`src/rtl/truth_table_sweeper.sv`:
```
// -----------------------------------------------------------------------------
// truth_table_sweeper
//
// Purpose:
//   Holds N_OUT independently configured Boolean functions of N_IN inputs,
//   each stored as a truth table. On request it sweeps every input vector
//   from 0 up to 2**N_IN-1. Each vector and the values of all functions are
//   presented on a valid/ready stream. For each channel it counts how many
//   accepted beats had the function equal to 1.
//
// Ports:
//   clk        in   sole clock, rising edge
//   rst        in   synchronous active-high reset
//   cfg_we     in   write strobe for one channel truth table (IDLE only)
//   cfg_sel    in   channel index to write; values >= N_OUT are ignored
//   cfg_tt     in   truth table, bit i = f(vec == i), vec bit0 = x0
//   start      in   one-cycle sweep request (ignored while busy)
//   busy       out  high whenever the sweeper is not idle
//   out_valid  out  a vector/result beat is being presented
//   out_ready  in   downstream accepts the current beat
//   out_vec    out  current input vector {x(N_IN-1)..x0}
//   out_f      out  out_f[k] = tt[k][out_vec]
//   done       out  one-cycle pulse at sweep completion
//   ones_cnt   out  per-channel ones count, channel k at [k*CW +: CW]
// -----------------------------------------------------------------------------
module truth_table_sweeper #(
  parameter  int N_IN  = 2,
  parameter  int N_OUT = 5,
  localparam int TT_W  = 2 ** N_IN,
  localparam int CW    = N_IN + 1,
  localparam int SEL_W = (N_OUT > 1) ? $clog2(N_OUT) : 1
) (
  input  logic                  clk,
  input  logic                  rst,
  input  logic                  cfg_we,
  input  logic [SEL_W-1:0]      cfg_sel,
  input  logic [TT_W-1:0]       cfg_tt,
  input  logic                  start,
  output logic                  busy,
  output logic                  out_valid,
  input  logic                  out_ready,
  output logic [N_IN-1:0]       out_vec,
  output logic [N_OUT-1:0]      out_f,
  output logic                  done,
  output logic [N_OUT*CW-1:0]   ones_cnt
);

  typedef enum logic [1:0] {
    IDLE  = 2'd0,
    SWEEP = 2'd1,
    FIN   = 2'd2
  } state_e;

  // Last vector of the sweep; reaching it moves to FIN instead of wrapping.
  localparam logic [N_IN-1:0] VEC_LAST = '1;

  state_e          state_q, state_d;
  logic [N_IN-1:0] vec_q, vec_d;

  // Qualified events shared by every channel.
  logic start_acc;   // start seen while idle
  logic cfg_acc;     // table write seen while idle
  logic beat_acc;    // current beat accepted downstream

  assign start_acc = (state_q == IDLE)  && start;
  assign cfg_acc   = (state_q == IDLE)  && cfg_we;
  assign beat_acc  = (state_q == SWEEP) && out_ready;

  // ---------------------------------------------------------------------------
  // Sequencer: next-state and vector counter
  // ---------------------------------------------------------------------------
  always_comb begin
    state_d = state_q;
    vec_d   = vec_q;
    unique case (state_q)
      IDLE: begin
        if (start) begin
          state_d = SWEEP;
          vec_d   = '0;
        end
      end
      SWEEP: begin
        if (out_ready) begin
          // On the final beat the vector is left at its last value, so no
          // wrapped vector is ever presented.
          if (vec_q == VEC_LAST) begin
            state_d = FIN;
          end else begin
            vec_d = vec_q + N_IN'(1);
          end
        end
      end
      FIN: begin
        state_d = IDLE;
      end
      default: begin
        state_d = IDLE;
        vec_d   = '0;
      end
    endcase
  end

  always_ff @(posedge clk) begin
    if (rst) begin
      state_q <= IDLE;
      vec_q   <= '0;
    end else begin
      state_q <= state_d;
      vec_q   <= vec_d;
    end
  end

  // Handshake outputs decode the registered state only, so out_ready never
  // reaches them combinationally.
  assign busy      = (state_q != IDLE);
  assign out_valid = (state_q == SWEEP);
  assign done      = (state_q == FIN);
  assign out_vec   = vec_q;

  // ---------------------------------------------------------------------------
  // Per-channel truth table, function output and ones counter
  // ---------------------------------------------------------------------------
  for (genvar gi = 0; gi < N_OUT; gi++) begin : g_chan
    logic [TT_W-1:0] tt_q;
    logic [CW-1:0]   cnt_q, cnt_d;

    // Tables only change while idle. A cfg_sel at or above N_OUT matches no
    // channel and is dropped.
    always_ff @(posedge clk) begin
      if (rst) begin
        tt_q <= '0;
      end else if (cfg_acc && (cfg_sel == SEL_W'(gi))) begin
        tt_q <= cfg_tt;
      end
    end

    // Zero-latency lookup of the registered vector into the table.
    assign out_f[gi] = tt_q[vec_q];

    // CW = N_IN+1 bits hold TT_W, the count when every vector yields 1.
    always_comb begin
      cnt_d = cnt_q;
      if (start_acc) begin
        cnt_d = '0;
      end else if (beat_acc) begin
        cnt_d = cnt_q + CW'(out_f[gi]);
      end
    end

    always_ff @(posedge clk) begin
      if (rst) begin
        cnt_q <= '0;
      end else begin
        cnt_q <= cnt_d;
      end
    end

    assign ones_cnt[gi*CW +: CW] = cnt_q;
  end

endmodule

```
`config.mk`:
```
export PLATFORM = sky130hd
export DESIGN_NAME = truth_table_sweeper
export DESIGN_NICKNAME = d
export VERILOG_FILES = /design/src/rtl/truth_table_sweeper.sv
export SDC_FILE = /design/constraint.sdc
export NUM_CORES = 1
export LEC_CHECK = 0
export CORE_ASPECT_RATIO = 0.75
export CORE_MARGIN = 8
export CORE_UTILIZATION = 50
export CTS_CLUSTER_SIZE = 30
export DETAILED_ROUTE_END_ITERATION = 8
export PLACE_DENSITY_LB_ADDON = 0.2
export SLEW_MARGIN = 10
export SYNTH_ARGS = -nofsm -noshare
export SYNTH_HDL_FRONTEND = slang
export SYNTH_SLANG_ARGS = --single-unit
```
`constraint.sdc`:
```
create_clock -name clk -period 2.4 [get_ports clk]
set_clock_uncertainty 0.1 [all_clocks]
set_input_delay 0.72 -clock clk [delete_from_list [all_inputs] [get_ports clk]]
set_output_delay 0.72 -clock clk [all_outputs]
set_load 0.02 [all_outputs]
```
==> results of run 1 <==
==> what timing repair did <==
item                                   in CTS  in global routing
pin swaps                                   0                  0
setup endpoints to repair                   8                  7
resized for setup                          18                  7
endpoints found under the hold margin       0                  0
==> layout by cell type (no fill, tap or decap), drive strengths merged, types with 3 or more instances in the layout <==
master and n:
a21oi 15, buf 15, clkbuf 6, clkdlybuf4s50 29, dfxtp 39, ha 11, inv 9, mux2i 20
mux4 5, nand2 45, nor2 3, o21ai 6, or3 5
==> final cells by class <==
class                      instances  share of cell area
clock inverter                     2             0.00533
clock buffer                       6              0.0309
multi-input combinational        129               0.405
timing repair buffer              46               0.181
inverter                          10              0.0160
sequential                        39               0.334
tap                               52              0.0277
==> metal layers <==
layer	vias up	part of all wire	global-route usage
met3	13	0.054	0.0420
met1	699	0.43	0.167
li1	734	-	-
met5	-	0	0
met4	0	0.030	0.102
met2	39	0.48	0.276
==> metrics by stage <==
| step | power [mW] | instance area (µm²) | util | instances | setup slack (ns) |
|---|---|---|---|---|---|
| 2_1_floorplan | 0.744 | 1830 | - | 188 | 0.301 |
| 3_3_place_gp | 0.801 | 2280 | 0.636 | 276 | 0.0114 |
| 3_5_place_dp | 0.805 | 2280 | 0.636 | 276 | 0.0142 |
| 4_1_cts | 1.23 | 2370 | 0.662 | 284 | 0.00470 |
| 5_1_grt | 1.26 | 2350 | 0.654 | 284 | 0.00414 |
| 6_report | 1.21 | 2350 | 0.654 | 284 | 0.0787 |
==> where the power goes <==
group          internal (mW)  total (mW)  switching [mW]
clock network          0.203       0.427           0.224
registers              0.655       0.663         0.00711
logic                 0.0572       0.125          0.0678
total                  0.916        1.21           0.299
==> registers in the layout, indices dropped and copies added (netlist names) <==
register and count:
out_vec 2, state_q 2, g_chan.cnt_q 15, g_chan.tt_q 20
==> critical path, delay by kind of cell (launching register included) <==
family | cells | cell delay [ns]
flops | 1 | 0.44
buf+inv | 2 | 0.67
simple gates | 1 | 0.11
==> kinds of logic (layout without fill, tap and decap cells) <==
| logic type | Yosys count | count (layout) | share of synthesized area |
|---|---|---|---|
| xor gates and xnor gates | 1 | 1 | 0.00478 |
| muxes | 25 | 25 | 0.171 |
| adders and majority gates | 11 | 11 | 0.0751 |
| and+or+nand+nor | 64 | 64 | 0.181 |
| buffers and inverters | 20 | 64 | 0.0546 |
| AOI/OAI and AO/OA | 28 | 28 | 0.0874 |
| DFF | 39 | 39 | 0.426 |
==> worst min path at each step <==
stage	startpoint	endpoint	slack, ns	cells after the start
2_1_floorplan	g_chan[4].tt_q[2]$_SDFFE_PP0P_	g_chan[4].tt_q[2]$_SDFFE_PP0P_	0.33	2
3_3_place_gp	g_chan[4].tt_q[2]$_SDFFE_PP0P_	g_chan[4].tt_q[2]$_SDFFE_PP0P_	0.34	2
3_5_place_dp	g_chan[1].tt_q[2]$_SDFFE_PP0P_	g_chan[1].tt_q[2]$_SDFFE_PP0P_	0.36	2
4_1_cts	g_chan[1].tt_q[2]$_SDFFE_PP0P_	g_chan[1].tt_q[2]$_SDFFE_PP0P_	0.37	2
5_1_grt	g_chan[1].tt_q[1]$_SDFFE_PP0P_	g_chan[1].tt_q[1]$_SDFFE_PP0P_	0.39	2
6_report	g_chan[4].tt_q[0]$_SDFFE_PP0P_	g_chan[4].tt_q[0]$_SDFFE_PP0P_	0.37	2
==> out/qor.txt, run 1 <==
status: finished clean
RSZ-0062 raised after global routing: no
Fin. Hold Viols: 0
reg2reg end: g_chan[3].cnt_q[1]$_SDFFE_PP0P_
cells along the critical path: nor2_1 > inv_1 > clkdlybuf4s50_1
asr flop ratio synth: 0
ranking of synthesized cells by area: dfxtp_1 43%, mux2i_1 11%, nand2_1 9.2%
PD cells: 517 mW/mm²
# fillers: 293
Tot GR Track Use: 0.157
clk root buf: clkbuf_8
fin nets: 254
DIE AREA: 0.00588 mm²
Setup Buffers After CTS: 0
yosys warns: 0
vias in the first global route: 1544
Critical Path Start Type: flop
Clk pin slew, worst setup/hold paths: 0.07 ns
WHS: 0.366 ns
Sink Count: 39
fraction of layout cells with a size suffix above 1: 0.155
Critical Path End Type: output port
worst min-delay path class: flop to flop
post-synthesis sequential area ratio: 0.426
flop2flop setup slack: 0.48 ns
total CTS buffers: 5
insertion delay to the later sink of the worst-skew pair: 0.29 ns
largest net degree at the start of global routing: 21
Post-synth EDFFs: 0
final setup fails: 0
DR vias: 1485
FF-to-FF Start: out_vec[0]$_SDFFE_PP0P_
Most used DFF post-synth: dfxtp_1
register area: 785 µm²
row cnt: 19
dominant cell by count in the synthesized netlist: nand2_1
Chip Height: 68.4 µm
Max stage delay on crit path: 0.60 ns
library cells used by synthesis: 31
register bit count reported by yosys: 39
Slew Viols, Final: 0
max_cap viols: 0
antenna-violating nets left: 0
worst r2r path cells: 7
DRT iter0 DRCs: 54
Post-Syn Instances: 188
setup TNS: 0 ns
synthesized area per cell: 9.74 µm²
CTS tree: built
Pleak: 1.04 nW
global-route wire length before repair: 7120 µm
Worst VDD drop: 0.293 mV
Setup crit start: state_q[0]$_SDFFE_PP0P_
routability cong.: 0.769
IO Port Bufs: 36
Die W: 85.9 µm
Worst EP required: 1.58 ns
cts hold-fix bufs: 0
CP arrival: 1.50 ns
num ports: 37
WS Path Type: flop to output port
slew of the pin with the lowest slew margin: 0.424 ns
Slowest-stage cell, CP: clkdlybuf4s50_1
crit share post-route: 0.967
Core Area: 0.00359 mm²
hpwl dp: 3210 µm
relative slew slack: 0.717
min cycle time layout: 2.32 ns
final WL: 4170 µm
WL/cell: 14.7 µm
CTS Buffer Depth: 2
initial antenna violation count: 0
grt total ovfl: 0
Pre-Repair DR Iteration Count: 4
# DRC: 0
crit path capture: busy
top-area cell type share of the netlist area: 0.426
number of vias per cell: 5.23
Multi-input gate area: 951 µm²
synthesis-to-layout area growth: 28.1%
largest area contributor in the netlist: dfxtp_1
H-tree Lvls: 2
post-synth net total: 211
Starting Density: 0.510
Cell Area, Synth: 0.00183 mm²
commonest cells in the synthesized netlist: 45 x nand2_1, 39 x dfxtp_1, 20 x mux2i_1
ant diodes: 0
f_max: 431 MHz
CP max FO: 5
(Power assumes the default switching activity.)
==> inputs of run 2 (changes only) <==
Settings changed: CTS_CLUSTER_DIAMETER set to 150, CTS_CLUSTER_SIZE 30 to not set.
==> results of run 2 <==
Final layout, timing and power as in run 1 (identical DEF).
==> inputs of run 3 (changes only) <==
Settings changed: CORE_ASPECT_RATIO 0.75 to not set.
==> out/qor.txt, run 3 (synthesis gave the netlist of run 1 again) <==
Slew Viols, Final: 0
antenna-violating nets left: 0
Worst VDD drop: 0.397 mV
H-tree Lvls: 2
P_int: 0.888 mW
# fillers: 295
worst min-delay path class: flop to flop
post-place setup slack: -0.00899 ns
routing usage on met2: 0.214
final worst slack: 0.0588 ns
register area: 788 µm²
Largest Register: g_chan.tt_q
Clk pin slew, worst setup/hold paths: 0.11 ns
Pre-Repair DR Iteration Count: 4
DIE AREA: 0.00586 mm²
CTS tree: built
Chip Height: 76.5 µm
Reg power frac: 0.568
fraction of layout cells with a size suffix above 1: 0.171
max_cap viols: 0
status: finished clean
Sw Pwr: 0.277 mW
Multi-input gate area: 953 µm²
Clock Power Share: 0.324
most frequent cells in the layout: 45 x nand2_1, 35 x dfxtp_1, 29 x clkdlybuf4s50_1
RSZ-0062 raised after global routing: yes
Die W: 76.5 µm
final setup fails: 0
PD cells: 493 mW/mm²
Largest register FFs: 20
Setup crit start: out_vec[0]$_SDFFE_PP0P_
clk root buf: clkbuf_4
hpwl dp: 3000 µm
FF-to-FF Start: out_vec[0]$_SDFFE_PP0P_
DRT iter0 DRCs: 94
CP max FO: 6
Critical Path Start Type: flop
synthesis-to-layout area growth: 29.1%
total CTS buffers: 5
fin nets: 256
# DRC: 0
HP Start: g_chan[4].tt_q[3]$_SDFFE_PP0P_
row cnt: 22
relative slew slack: 0.750
initial antenna violation count: 0
Sink Count: 39
IO Port Bufs: 36
DR vias: 1461
number of vias per cell: 5.18
largest net degree at the start of global routing: 21
CP arrival: 1.52 ns
most common cell after layout, fill and taps aside: nand2_1
grt total ovfl: 0
routability cong.: 0.855
vias in the first global route: 1362
num ports: 37
CTS Buffer Depth: 2
final WL: 3850 µm
slew of the pin with the lowest slew margin: 0.365 ns
met1 Use GR: 0.159
Total Power: 1.17 mW
crit share post-route: 0.975
WL/cell: 13.7 µm
Starting Density: 0.512
switching part of the total: 0.238
met3 Resource Use GR: 0.0460
Comb pwr share: 0.108
Finished Layout Cells: 282
Top Registers: g_chan.tt_q: 20 flops, g_chan.cnt_q: 15 flops
Final Util: 0.661
cts hold-fix bufs: 0
Fin. Hold Viols: 0
ant diodes: 0
dpl cells: 271
Pleak: 1.04 nW
f_max: 427 MHz
GRT busiest layer: met2
min cycle time layout: 2.34 ns
Tot GR Track Use: 0.134
WS Path Type: flop to output port
insertion delay to the later sink of the worst-skew pair: 0.34 ns
global-route wire length before repair: 6470 µm
Worst EP required: 1.58 ns
Core Area: 0.00358 mm²
Critical Path End Type: output port
## run 3: area by class of cell
type	instances	share of cell area
Multi-Input combinational cell	129	0.403
Tap cell	48	0.0254
Timing Repair Buffer	48	0.193
Inverter	10	0.0159
Clock buffer	8	0.0291
Sequential cell	39	0.333
## run 3: power by group through the flow
stage,combinational (mW),sequential [mW],clock (mW)
final,0.126,0.662,0.377
after global routing,0.136,0.663,0.421
after CTS,0.123,0.663,0.389
after detailed placement,0.125,0.677,0
after global placement,0.123,0.677,0
after floorplan,0.0686,0.676,0
## run 3: stage by stage
step / instance area (µm²) / hold slack [ns] / setup TNS, ns
after floorplan: 1830 / 0.332 / 0
after global placement: 2270 / 0.342 / 0
after detailed placement: 2270 / 0.352 / -0.0240
after CTS: 2310 / 0.370 / 0
after global routing: 2360 / 0.397 / -0.00546
final: 2360 / 0.368 / 0
## run 3: per-layer routing
metal,routed length [µm],vias up
met4,72,0
li1,-,740
met5,0,-
met1,1720,681
met2,1870,32
met3,182,8
## run 3: what timing repair did
action	in CTS	in global routing
gates resized for setup	25	10
endpoints found under the setup margin	9	5
setup buffers	0	3
## run 3: path summary, 6_finish.rpt
check | endpoint | slack, ns | depth (start not counted)
setup / recovery | out_f[1] | 0.06 | 3
hold / removal | g_chan[4].tt_q[3]$_SDFFE_PP0P_ | 0.37 | 2
setup reg to reg | g_chan[1].cnt_q[2]$_SDFFE_PP0P_ | 0.46 | 8
hold reg to reg | g_chan[4].tt_q[3]$_SDFFE_PP0P_ | 0.37 | 2
## run 3: critical path, cell delays in order, from the launching register on
cell,delay (ns)
dfxtp_2,0.37
buf_12,0.12
mux4_2,0.51
buf_4,0.18
